[config.mk]
export PLATFORM = sky130hd
export DESIGN_NAME = quad_coeff_builder
export DESIGN_NICKNAME = d
export VERILOG_FILES = /design/src/rtl/quad_coeff_builder_pkg.sv /design/src/rtl/quad_coeff_builder_mult.sv /design/src/rtl/quad_coeff_builder.sv
export SDC_FILE = /design/constraint.sdc
export NUM_CORES = 1
export LEC_CHECK = 0
export CORE_ASPECT_RATIO = 1.5
export CORE_UTILIZATION = 42
export DETAILED_ROUTE_END_ITERATION = 7
export SKIP_LAST_GASP = 1
export SLEW_MARGIN = 20
export SYNTH_ARGS = -nofsm -noshare
export SYNTH_HDL_FRONTEND = slang
export SYNTH_SLANG_ARGS = --single-unit
[constraint.sdc]
create_clock -name clk -period 14.9 [get_ports clk]
set_input_delay 2.98 -clock clk [delete_from_list [all_inputs] [get_ports clk]]
set_output_delay 2.98 -clock clk [all_outputs]
set_load 0.1 [all_outputs]
[src/rtl/quad_coeff_builder_pkg.sv]
// Shared definitions for the root-to-coefficient builder: default width,
// FSM state encoding and result width helpers.
package quad_coeff_builder_pkg;

  localparam int W_DEF = 8;

  typedef logic [1:0] state_t;

  localparam state_t ST_IDLE   = 2'd0;
  localparam state_t ST_MUL_RR = 2'd1;
  localparam state_t ST_MUL_II = 2'd2;
  localparam state_t ST_DONE   = 2'd3;

  // b = -(x1r + x2r) needs one bit of growth
  function automatic int b_width(input int w);
    return w + 1;
  endfunction

  // c = rr - ii needs the full product width plus one bit
  function automatic int c_width(input int w);
    return 2 * w + 1;
  endfunction

endpackage

[src/rtl/quad_coeff_builder_mult.sv]
// W-cycle signed shift-add multiplier. Operands must stay stable from the
// start cycle until done. start marks the first accumulation cycle; done is
// high in the last one, and p is valid in that same cycle, so the caller
// captures the product on the edge that ends the run.
module seq_mult_signed
  import quad_coeff_builder_pkg::*;
#(
  parameter int W = W_DEF
) (
  input  logic           clk,
  input  logic           rst_n,
  input  logic           start,
  input  logic [W-1:0]   a,
  input  logic [W-1:0]   b,
  output logic           done,
  output logic [2*W-1:0] p
);

  localparam int CW = $clog2(W);

  logic [W:0]     ma;
  logic [W-1:0]   mb;
  logic [CW-1:0]  cnt;
  logic [CW-1:0]  idx;
  logic [2*W-1:0] acc;
  logic [2*W-1:0] part;
  logic [2*W-1:0] sum;
  logic           busy;
  logic           active;
  logic           neg;

  // Multiplicand magnitude keeps the extra bit so -2^(W-1) is exact. The
  // multiplier magnitude fits in W unsigned bits (2^(W-1) at most), which
  // keeps the bit index exactly CW wide.
  assign ma     = a[W-1] ? -{a[W-1], a} : {a[W-1], a};
  assign mb     = b[W-1] ? -b : b;
  assign neg    = a[W-1] ^ b[W-1];
  assign active = start | busy;
  assign idx    = start ? '0 : cnt;
  assign part   = mb[idx] ? ({{(W-1){1'b0}}, ma} << idx) : '0;
  assign sum    = (start ? '0 : acc) + part;
  assign done   = active && (idx == CW'(W - 1));
  assign p      = neg ? -sum : sum;

  // One partial product per cycle; the run ends after bit W-1.
  always_ff @(posedge clk or negedge rst_n) begin
    if (!rst_n) begin
      acc  <= '0;
      cnt  <= '0;
      busy <= 1'b0;
    end else if (active) begin
      acc  <= sum;
      cnt  <= idx + 1'b1;
      busy <= !done;
    end
  end

endmodule

[src/rtl/quad_coeff_builder.sv]
// Builds the monic polynomial x^2 + b*x + c from two roots:
// b = -(x1+x2), c = x1*x2. Non-real coefficient sets are flagged with err.
// One shared multiplier computes x1r*x2r then x1i*x2i.
//
// state     | meaning
// ----------+--------------------------------------------------------
// ST_IDLE   | in_ready high, waiting for a root set
// ST_MUL_RR | multiplier running on x1r*x2r
// ST_MUL_II | multiplier running on x1i*x2i, result loaded at the end
// ST_DONE   | result held until out_ready (error result appears one
//           | cycle after entry)
module quad_coeff_builder
  import quad_coeff_builder_pkg::*;
#(
  parameter int W = W_DEF
) (
  input  logic                     clk,
  input  logic                     rst_n,
  input  logic                     in_valid,
  output logic                     in_ready,
  input  logic [W-1:0]             x1r,
  input  logic [W-1:0]             x1i,
  input  logic [W-1:0]             x2r,
  input  logic [W-1:0]             x2i,
  output logic                     out_valid,
  input  logic                     out_ready,
  output logic [b_width(W)-1:0]    b,
  output logic [c_width(W)-1:0]    c,
  output logic                     err
);

  state_t         state;
  logic [W-1:0]   x1r_q, x1i_q, x2r_q, x2i_q;
  logic [2*W-1:0] rr;
  logic [2*W-1:0] prod;
  logic [W-1:0]   mul_a, mul_b;
  logic           mul_start;
  logic           mul_done;
  logic           accept;
  logic           err_in;
  logic [W:0]     x1i_ext, x2i_neg;

  assign in_ready = (state == ST_IDLE);
  assign accept   = in_valid && in_ready;

  // Compared in W+1 bits so -(-2^(W-1)) does not alias back onto itself.
  assign x1i_ext = {x1i[W-1], x1i};
  assign x2i_neg = -{x2i[W-1], x2i};
  assign err_in  = (x1i_ext != x2i_neg) || ((x2i != '0) && (x1r != x2r));

  // Feed the shared multiplier with the pair for the current phase.
  always_comb begin
    mul_a = x1r_q;
    mul_b = x2r_q;
    if (state == ST_MUL_II) begin
      mul_a = x1i_q;
      mul_b = x2i_q;
    end
  end

  seq_mult_signed #(.W(W)) u_mult (
    .clk   (clk),
    .rst_n (rst_n),
    .start (mul_start),
    .a     (mul_a),
    .b     (mul_b),
    .done  (mul_done),
    .p     (prod)
  );

  // Sequencing FSM with input capture and result registers.
  always_ff @(posedge clk or negedge rst_n) begin
    if (!rst_n) begin
      state     <= ST_IDLE;
      x1r_q     <= '0;
      x1i_q     <= '0;
      x2r_q     <= '0;
      x2i_q     <= '0;
      rr        <= '0;
      mul_start <= 1'b0;
      out_valid <= 1'b0;
      b         <= '0;
      c         <= '0;
      err       <= 1'b0;
    end else begin
      mul_start <= 1'b0;
      case (state)
        ST_IDLE: begin
          if (accept) begin
            x1r_q <= x1r;
            x1i_q <= x1i;
            x2r_q <= x2r;
            x2i_q <= x2i;
            if (err_in) begin
              state <= ST_DONE;
            end else begin
              mul_start <= 1'b1;
              state     <= ST_MUL_RR;
            end
          end
        end
        ST_MUL_RR: begin
          if (mul_done) begin
            rr        <= prod;
            mul_start <= 1'b1;
            state     <= ST_MUL_II;
          end
        end
        ST_MUL_II: begin
          if (mul_done) begin
            b         <= -({x1r_q[W-1], x1r_q} + {x2r_q[W-1], x2r_q});
            c         <= {rr[2*W-1], rr} - {prod[2*W-1], prod};
            err       <= 1'b0;
            out_valid <= 1'b1;
            state     <= ST_DONE;
          end
        end
        ST_DONE: begin
          // Only the error path arrives here with out_valid low.
          if (!out_valid) begin
            b         <= '0;
            c         <= '0;
            err       <= 1'b1;
            out_valid <= 1'b1;
          end else if (out_ready) begin
            out_valid <= 1'b0;
            state     <= ST_IDLE;
          end
        end
        default: state <= ST_IDLE;
      endcase
    end
  end

endmodule

; ---- After elaboration in Yosys (flattened, before gate mapping)
; Index checks and enable logic that the tools add are counted.
[word_totals]
ff_bits = 99
input_bits = 36
[op_classes]
n_addsub = 9
order_cmp = 1
eq_ne = 12
bitwise_logic = 2
mux = 34
reduce_logical = 13
shift = 1
[ops]
columns = cell, n
row1 = $mux W16, 3
row2 = $mux W17, 2
row3 = $pmux W17 S2, 1
row4 = $mux W9, 3
row5 = $neg A9 Y9, 3
row6 = $mux W8, 3
row7 = $pmux W9 S2, 1
row8 = $sub A16 B16 Y17, 1
row9 = $add A16 B16 Y16, 1
row10 = $neg A16 Y16, 1
row11 = $shl A9 B3 Y16, 1
row12 = $mux W2, 6
row13 = $add A8 B8 Y9, 1
row14 = $mux W1, 9
row15 = $ne A9 B9 Y1, 1
row16 = $ne A8 B8 Y1, 1
row17 = $neg A8 Y8, 1
row18 = $pmux W2 S4, 1
row19 = $reduce_bool A8 Y1, 1
row20 = $ne A2 B1 Y1 const B, 3
row21 = $ne A2 B2 Y1 const B, 3
row22 = $pmux W1 S2, 3
row23 = $reduce_and A2 Y1, 3
row24 = $reduce_and A5 Y1, 1
row25 = 15 further kinds, 18

; ---- Longest topological paths before layout
; Gate-level depths: netlist of the first run.
[logic_depth]
depth_word = 13
mapped_depth = 34
depth_no_buf = 31

; ---- By module
; Synthesis of the first run repeated with hierarchy kept, for this count alone.
[unflattened]
hier_cells = 847
hier_area_um2 = 7505.9
[by_module_without_submodules]
columns = mod, n_inst, area_per_inst_um2, seq_area_each_um2, cells_per_inst
row1 = quad_coeff_builder, 1, 4747.1, 1976.9, 491
row2 = seq_mult_signed, 1, 2758.9, 500.5, 356

; ---- Least setup slack after synthesis of the first run
; OpenSTA, ideal clock, no wires.
[synth_path]
path_type = reg-to-reg
startpoint = register state[0]
endpoint = register c[14]
stages_incl_launch_ff = 30
t_arrival_ps = 6805
slack_ps = 7969
n_path_buf = 4
setup_ps = 126
required_time_ps = 14774
cell_sequence = dfrtp_1 -> inv_1 -> ha_1 -> buf_2 -> buf_1 -> clkbuf_1 -> o21ai_0 -> xnor2_1 -> o311ai_0 -> and2_0 -> nand3b_1 -> nor2_1 -> ha_1 -> buf_6 -> a211oi_4 -> nor4b_1 -> or3b_4 -> a211oi_4 -> a21oi_1 -> xor2_1 -> ha_1 -> inv_1 -> a211oi_1 -> or2_2 -> a21o_1 -> o2111a_1 -> a311oi_4 -> maj3_2 -> nand2_1 -> a311o_1
[synth_between]
elab_chain_cells = 13
[synth_rtl]
columns = item, line
row1 = start: declaration, quad_coeff_builder.sv:32  ; state_t state;
row2 = start signal: assignment, quad_coeff_builder.sv:74  ; state <= ST_IDLE;
row3 = start signal: assignment, quad_coeff_builder.sv:95  ; state <= ST_DONE;
row4 = start signal: assignment, quad_coeff_builder.sv:98  ; state <= ST_MUL_RR;
row5 = $eq A2 B2 Y1, "quad_coeff_builder.sv:55, quad_coeff_builder.sv:87"
row6 = $mux W8, quad_coeff_builder.sv:55  ; if (state == ST_MUL_II) begin
row7 = $neg A8 Y8, quad_coeff_builder_mult.sv:36  ; assign mb = b[W-1] ? -b : b;
row8 = $mux W8, quad_coeff_builder_mult.sv:36
row9 = $bmux W1 S3, quad_coeff_builder_mult.sv:40  ; assign part = mb[idx] ? ({{(W-1){1'b0}}, ma} << idx) : '0;
row10 = $mux W1 (not written as such), quad_coeff_builder_mult.sv:40
row11 = $mux W16, quad_coeff_builder_mult.sv:40
row12 = $add A16 B16 Y16, quad_coeff_builder_mult.sv:41  ; assign sum = (start ? '0 : acc) + part;
row13 = $neg A16 Y16, quad_coeff_builder_mult.sv:43  ; assign p = neg ? -sum : sum;
row14 = $mux W16, quad_coeff_builder_mult.sv:43
row15 = $sub A16 B16 Y17, quad_coeff_builder.sv:112  ; c <= {rr[2*W-1], rr} - {prod[2*W-1], prod};
row16 = $mux W17, quad_coeff_builder.sv:110  ; if (mul_done) begin
row17 = $pmux W17 S2, quad_coeff_builder.sv:87  ; case (state)
row18 = end signal: assignment, quad_coeff_builder.sv:112
row19 = end: declaration, quad_coeff_builder.sv:28  ; output logic [c_width(W)-1:0] c,
; Parallel ways exist; a longest one is shown, timed or not. The select of a mux whose other input is x is not followed.
; A chain may end at the register's enable or synchronous reset.

; ---- Worst setup path in the final report of the first run
; Ends and elaborated chain as after synthesis.

==> results of run 1 <==
==> cell type report <==
class,instances,area [µm²],area share [%]
Tap cell,213,266.5,3.096
Clock buffer,10,239.0,2.777
Multi-Input combinational cell,666,4717,54.80
Inverter,42,157.7,1.832
Clock inverter,6,51.30,0.5960
Sequential cell,99,2477,28.78
Timing Repair Buffer,72,698.2,8.112
==> routing by layer <==
metal | GRT usage [%] | routed length [µm]
met5 | 0 | 0
met4 | 10.05 | 692
met3 | 2.591 | 377
met2 | 41.39 | 10480
met1 | 23.93 | 7673
==> flip-flops by register name, indices dropped and copies added, names as in the netlist, 2 cells and up <==
signal	flops
b	9
c	17
rr	16
state	2
u_mult.acc	16
u_mult.cnt	3
x1i_q	8
x1r_q	8
x2i_q	8
x2r_q	8
==> per-stage QoR <==
step | instance area, µm² | util (%) | instances | setup slack, ps
after floorplan | 7511 | - | 844 | 7969
after global placement | 8312 | 47.71 | 1092 | 7337
after detailed placement | 8312 | 47.71 | 1092 | 7200
after CTS | 8602 | 49.38 | 1108 | 7179
after global routing | 8607 | 49.40 | 1108 | 6725
final | 8607 | 49.40 | 1108 | 7409
==> cell usage in the layout, fill, tap and decap left out, drive strengths merged, types with 8 or more instances in the layout <==
cell type        n
clkbuf          10
o31ai           10
a211oi           9
nand3           23
nor2            55
nor4            12
dfrtp           99
nor3            17
a21o             9
xor2            34
buf              9
xnor2           33
o21ai           76
a21oi           34
mux2            31
ha              52
a22o             8
nand2          111
o211ai           9
nand2b          14
mux2i           14
inv             47
clkdlybuf4s50   63
nor2b           22
==> logic make-up (layout without fill, tap and decap cells) <==
kind of cell	after synthesis	in the layout	synth area share, %
AND/OR/NAND/NOR	286	286	18.22
flip-flops	99	99	32.98
buffers and inverters	79	130	4.281
adder cells (fa/ha/maj)	60	60	10.16
multiplexers	45	45	6.563
AO/OA/AOI/OAI	208	208	19.47
XOR/XNOR	67	67	8.313
==> worst reg2reg max path: stages, from the launching register on <==
cell and delay (ps):
dfrtp_1 420, inv_1 90, ha_1 260, mux2i_1 440
nand3_1 190, nor3_1 280, nor2_1 80, xnor2_1 140
o311ai_1 620, and2_0 370, nand3b_1 170, nor2_1 60
ha_1 390, a211oi_4 370, nor4b_1 100, or3b_4 430
o31ai_1 300, xor2_1 250, ha_1 310, o2bb2ai_1 190
a211oi_1 90, or2_2 350, a21o_1 180, o2111a_1 250
a311oi_4 390, maj3_2 300, nand2_1 50, a311o_1 310
==> path summary, 6_finish.rpt <==
check	startpoint	end	slack, ps	cells past startpoint
setup / recovery	state[0]$_DFFE_PN0P_	c[14]$_DFFE_PN0P_	7410	27
setup reg to reg	state[0]$_DFFE_PN0P_	c[14]$_DFFE_PN0P_	7410	27
min in group asynchronous	rst_n	c[2]$_DFFE_PN0P_	2600	1
hold / removal	u_mult.acc[13]$_DFFE_PN0P_	u_mult.acc[13]$_DFFE_PN0P_	460	2
hold reg to reg	u_mult.acc[13]$_DFFE_PN0P_	u_mult.acc[13]$_DFFE_PN0P_	460	2
max in group asynchronous	rst_n	x1i_q[4]$_DFFE_PN0P_	11070	2
==> impl_metrics.json, run 1 <==
{
  "run_status": "finished, violations left",
  "violations": "DRC",
  "crit_top_cell": "ha_1",
  "cts_made_buffers": 9,
  "cts_resized": 0,
  "grt_max_degree": 63,
  "antenna_found_initial": 0,
  "crit_path_end_kind": "flip-flop",
  "seq_area_frac_synth_pct": 32.98,
  "period_share_pct": 50.27,
  "finalSetupViolCount": 0,
  "synth_edf_count": 0,
  "dieArea_um2": 18430,
  "syn_nets": 935,
  "grt_setup_unrepaired": "false",
  "drive_gt1_share_pct": 10.17,
  "drv_cap": 0,
  "synth-seq-cells": 99,
  "syn_avg_cell_area_um2": 8.899,
  "dr.pass1.iters": 6,
  "die_height_um": 165.8,
  "cts_buffer_depth": 2,
  "clkLatencyLatePin_ps": 360,
  "tns_ps": 0,
  "track_usage_pct": 21.83,
  "arrival_ps": 7740,
  "core-area_um2": 17420,
  "area_growth_pct": 14.59,
  "initial_core_util_pct": 43.11,
  "period_needed_ps": 7491,
  "vias": 6209,
  "die_w_um": 111.2,
  "syn_area_um2": 7511,
  "cts.sinks": 99,
  "hpwl_um": 15020,
  "hold_path.class": "flip-flop to flip-flop",
  "route.detailed.drc": 8,
  "ctsHtreeMaxLevel": 3,
  "crit_slowest_cell": "o311ai_1",
  "wl_per_cell_um": 17.35,
  "cp-start-kind": "flip-flop",
  "slew_violations": 0,
  "cp.required_ps": 15140,
  "synth_cell_types": 85,
  "io_buffers": 64,
  "synth-main-ff-cell": "dfrtp_1",
  "finalWirelength_um": 19230,
  "gp_congestion": 0.8850,
  "ys_top_cells_by_area": "dfrtp_1 (33%), ha_1 (8.7%), nand2_1 (5.4%), o21ai_0 (4.7%), mux2_2 (4.6%)",
  "synth_warnings": 0,
  "synth_common_cells": "nand2_1 (109), dfrtp_1 (99), o21ai_0 (71)",
  "clkTransAtPathRegs_ps": 80,
  "cp_top_family": "compound AO/OA/AOI/OAI gates",
  "diodes": 0,
  "rows": 59,
  "holdWs_ps": 461.3,
  "grt_pass1_vias": 6117,
  "holdBufCountCts": 0,
  "cts_setup_buffers": 0,
  "cts_tree": "done",
  "path_max_fanout": 6,
  "critPathMaxStageDelay_ps": 620,
  "layout.nets": 981,
  "hold_violations": 0,
  "cts_root_buf": "clkbuf_16",
  "path_class": "flip-flop to flip-flop",
  "synth_top_area_cell": "dfrtp_1",
  "skew_ps": 10.21,
  "tightest_slew_ps": 1026,
  "drtIter0Drc": 194,
  "fillers": 1720,
  "drt-vias-per-instance": 5.604,
  "grt_pass1_wl_um": 31590,
  "fmax_mhz": 133.5,
  "slew_headroom_pct": 29.68,
  "async_flop_share_pct": 100.0,
  "synthCells": 844,
  "grt_overflow": 0,
  "yosysMostFrequentCell": "nand2_1",
  "synth.top_cell.area_share_pct": 32.98,
  "cp.buffers_inverters": 1,
  "ant_nets": 0,
  "ios": 65
}
Power of run 1 is left out: the tool's default activity adds up to more than one toggle a clock period on the data nets, which glitch-free logic cannot reach.
==> inputs of run 2 (changes only) <==
clock period = 7 ns   (was 14.9 ns; I/O delays follow)
==> run 2 against run 1 <==
Against the previous run: the run still ends with DRC left; global-route usage down 0.44 points; clock-buffer cell count increased by 1; fmax up 12%; via count grew 0.92%; clock skew fell by 2.5 ps; sequential share of layout area is 1.2 points lower; worst setup slack worse by 7100 ps; routed wire length grew 1.0%; critical path depth stayed put.
==> impl_metrics.json, run 2 (synthesis results as in run 1) <==
{
  "gp_congestion": 0.8532,
  "dr.pass1.iters": 6,
  "startpoint": "state[0]$_DFFE_PN0P_",
  "cts_buffer_depth": 2,
  "hold_violations": 0,
  "cts_root_buf": "clkbuf_16",
  "finalSetupViolCount": 0,
  "cp-start-kind": "flip-flop",
  "antenna_found_initial": 0,
  "ant_nets": 0,
  "path_max_fanout": 22,
  "reg2reg_setup_slack_ps": 340,
  "layout.nets": 1003,
  "reg2reg_to": "c[15]$_DFFE_PN0P_",
  "route.detailed.drc": 8,
  "fillers": 1654,
  "track_usage_pct": 21.39,
  "crit_top_cell": "nor2_1",
  "hold_path.class": "flip-flop to flip-flop",
  "initial_core_util_pct": 43.11,
  "ios": 65,
  "drt-vias-per-instance": 5.545,
  "crit_path_end_kind": "flip-flop",
  "vias": 6266,
  "r2r_cells": 27,
  "run_status": "finished, violations left",
  "arrival_ps": 6920,
  "core-area_um2": 17420,
  "grt_overflow": 0,
  "cts_tree": "done",
  "crit_slowest_cell": "or4_1",
  "rows": 59,
  "cts_made_buffers": 9,
  "cp_top_family": "simple AND/OR/NAND/NOR gates",
  "die_w_um": 111.2,
  "multi_input_area_um2": 4878,
  "io_buffers": 64,
  "endpoint": "c[15]$_DFFE_PN0P_",
  "final_cell_mix": "nand2_1 (109), dfrtp_1 (99), o21ai_0 (67)",
  "finalWirelength_um": 19420,
  "cp_num_cells": 27,
  "cts.sinks": 99,
  "fin_util_pct": 51.61,
  "dieArea_um2": 18430,
  "period_share_pct": 95.21,
  "area_growth_pct": 19.71,
  "hpwl_um": 14980,
  "holdBufCountCts": 0,
  "grt_pass1_wl_um": 31020,
  "clkLatencyLatePin_ps": 360,
  "critPathMaxStageDelay_ps": 560,
  "fmax_mhz": 150.0,
  "slew_headroom_pct": 32.49,
  "die_height_um": 165.8,
  "stdcell_area_um2": 8991,
  "area.sequential_um2": 2477,
  "tightest_slew_ps": 1009,
  "reg.largest.list": "c (17), rr (16), u_mult.acc (16)",
  "cp.required_ps": 7250,
  "wl_per_cell_um": 17.19,
  "drtIter0Drc": 236,
  "final_common_cell": "nand2_1",
  "slew_violations": 0,
  "drv_cap": 0,
  "grt_pass1_vias": 6255,
  "cp.buffers_inverters": 3,
  "diodes": 0,
  "ctsHtreeMaxLevel": 3,
  "largest_reg_flops": 17,
  "clkTransAtPathRegs_ps": 70,
  "path_class": "flip-flop to flip-flop",
  "violations": "DRC",
  "regMostFlops": "c",
  "period_needed_ps": 6665,
  "grt_max_degree": 61,
  "skew_ps": 7.662,
  "postPlaceCellArea_um2": 8464,
  "r2r-start": "state[0]$_DFFE_PN0P_",
  "drive_gt1_share_pct": 15.38
}
-- run 2: cell count changes in the layout (fill, tap and decap cells not counted), moves of 4 or more --
cell,delta
nor2_1,-5
buf_4,+21
o21ai_0,-4
ha_1,-6
mux2i_1,-6
ha_2,+4
nor2_2,+5
-- run 2: metal layers --
| layer | global-route usage [%] | up-vias | routed length (µm) |
|---|---|---|---|
| met1 | 22.42 | 2983 | 7481 |
| met4 | 12.34 | 0 | 940 |
| met3 | 1.679 | 42 | 371 |
| met5 | 0 | - | 0 |
| met2 | 41.22 | 101 | 10630 |
| li1 | - | 3140 | - |
-- run 2: tightest hold or removal path, delay by kind of cell, from the launching register on --
family	cells	cell delay, ps
flip-flops	1	330
AND/OR/NAND/NOR	2	100
-- run 2: cell type report --
type                       instances  area share (%)
multi-input combinational        666           54.26
sequential                        99           27.55
timing repair buffer              94           9.686
tap                              213           2.964
clock buffer                      11           2.588
inverter                          42           1.753
clock inverter                     5           1.197
-- run 2: metrics by stage --
stage	worst slack, ps	std cells	TNS (ps)	hold WS, ps
after floorplan	68.54	844	0	430.9
after global placement	203.6	1112	0	442.9
after detailed placement	8.855	1112	0	448.7
after CTS	46.91	1128	0	464.3
after global routing	-27.03	1130	-30.61	494.7
final	335.4	1130	0	463.3
-- run 2: worst min path at each step --
stage                                     startpoint                          to  slack (ps)  cells past startpoint
after floorplan           u_mult.acc[11]$_DFFE_PN0P_  u_mult.acc[11]$_DFFE_PN0P_         430                      2
after global placement    u_mult.acc[14]$_DFFE_PN0P_  u_mult.acc[14]$_DFFE_PN0P_         440                      2
after detailed placement  u_mult.acc[13]$_DFFE_PN0P_  u_mult.acc[13]$_DFFE_PN0P_         450                      2
after CTS                 u_mult.acc[13]$_DFFE_PN0P_  u_mult.acc[13]$_DFFE_PN0P_         460                      2
after global routing       u_mult.acc[3]$_DFFE_PN0P_   u_mult.acc[3]$_DFFE_PN0P_         490                      2
final                     u_mult.acc[13]$_DFFE_PN0P_  u_mult.acc[13]$_DFFE_PN0P_         460                      2
-- run 2: repair_timing --
| item | 4_1_cts | 5_1_grt |
|---|---|---|
| hold endpoints to repair | 0 | 0 |
| buffers inserted | 0 | 2 |
| pin swaps | 0 | 5 |
| endpoints found under the setup margin | 1 | 6 |
| resized for setup | 1 | 44 |
Power of run 2 is left out for the same reason.
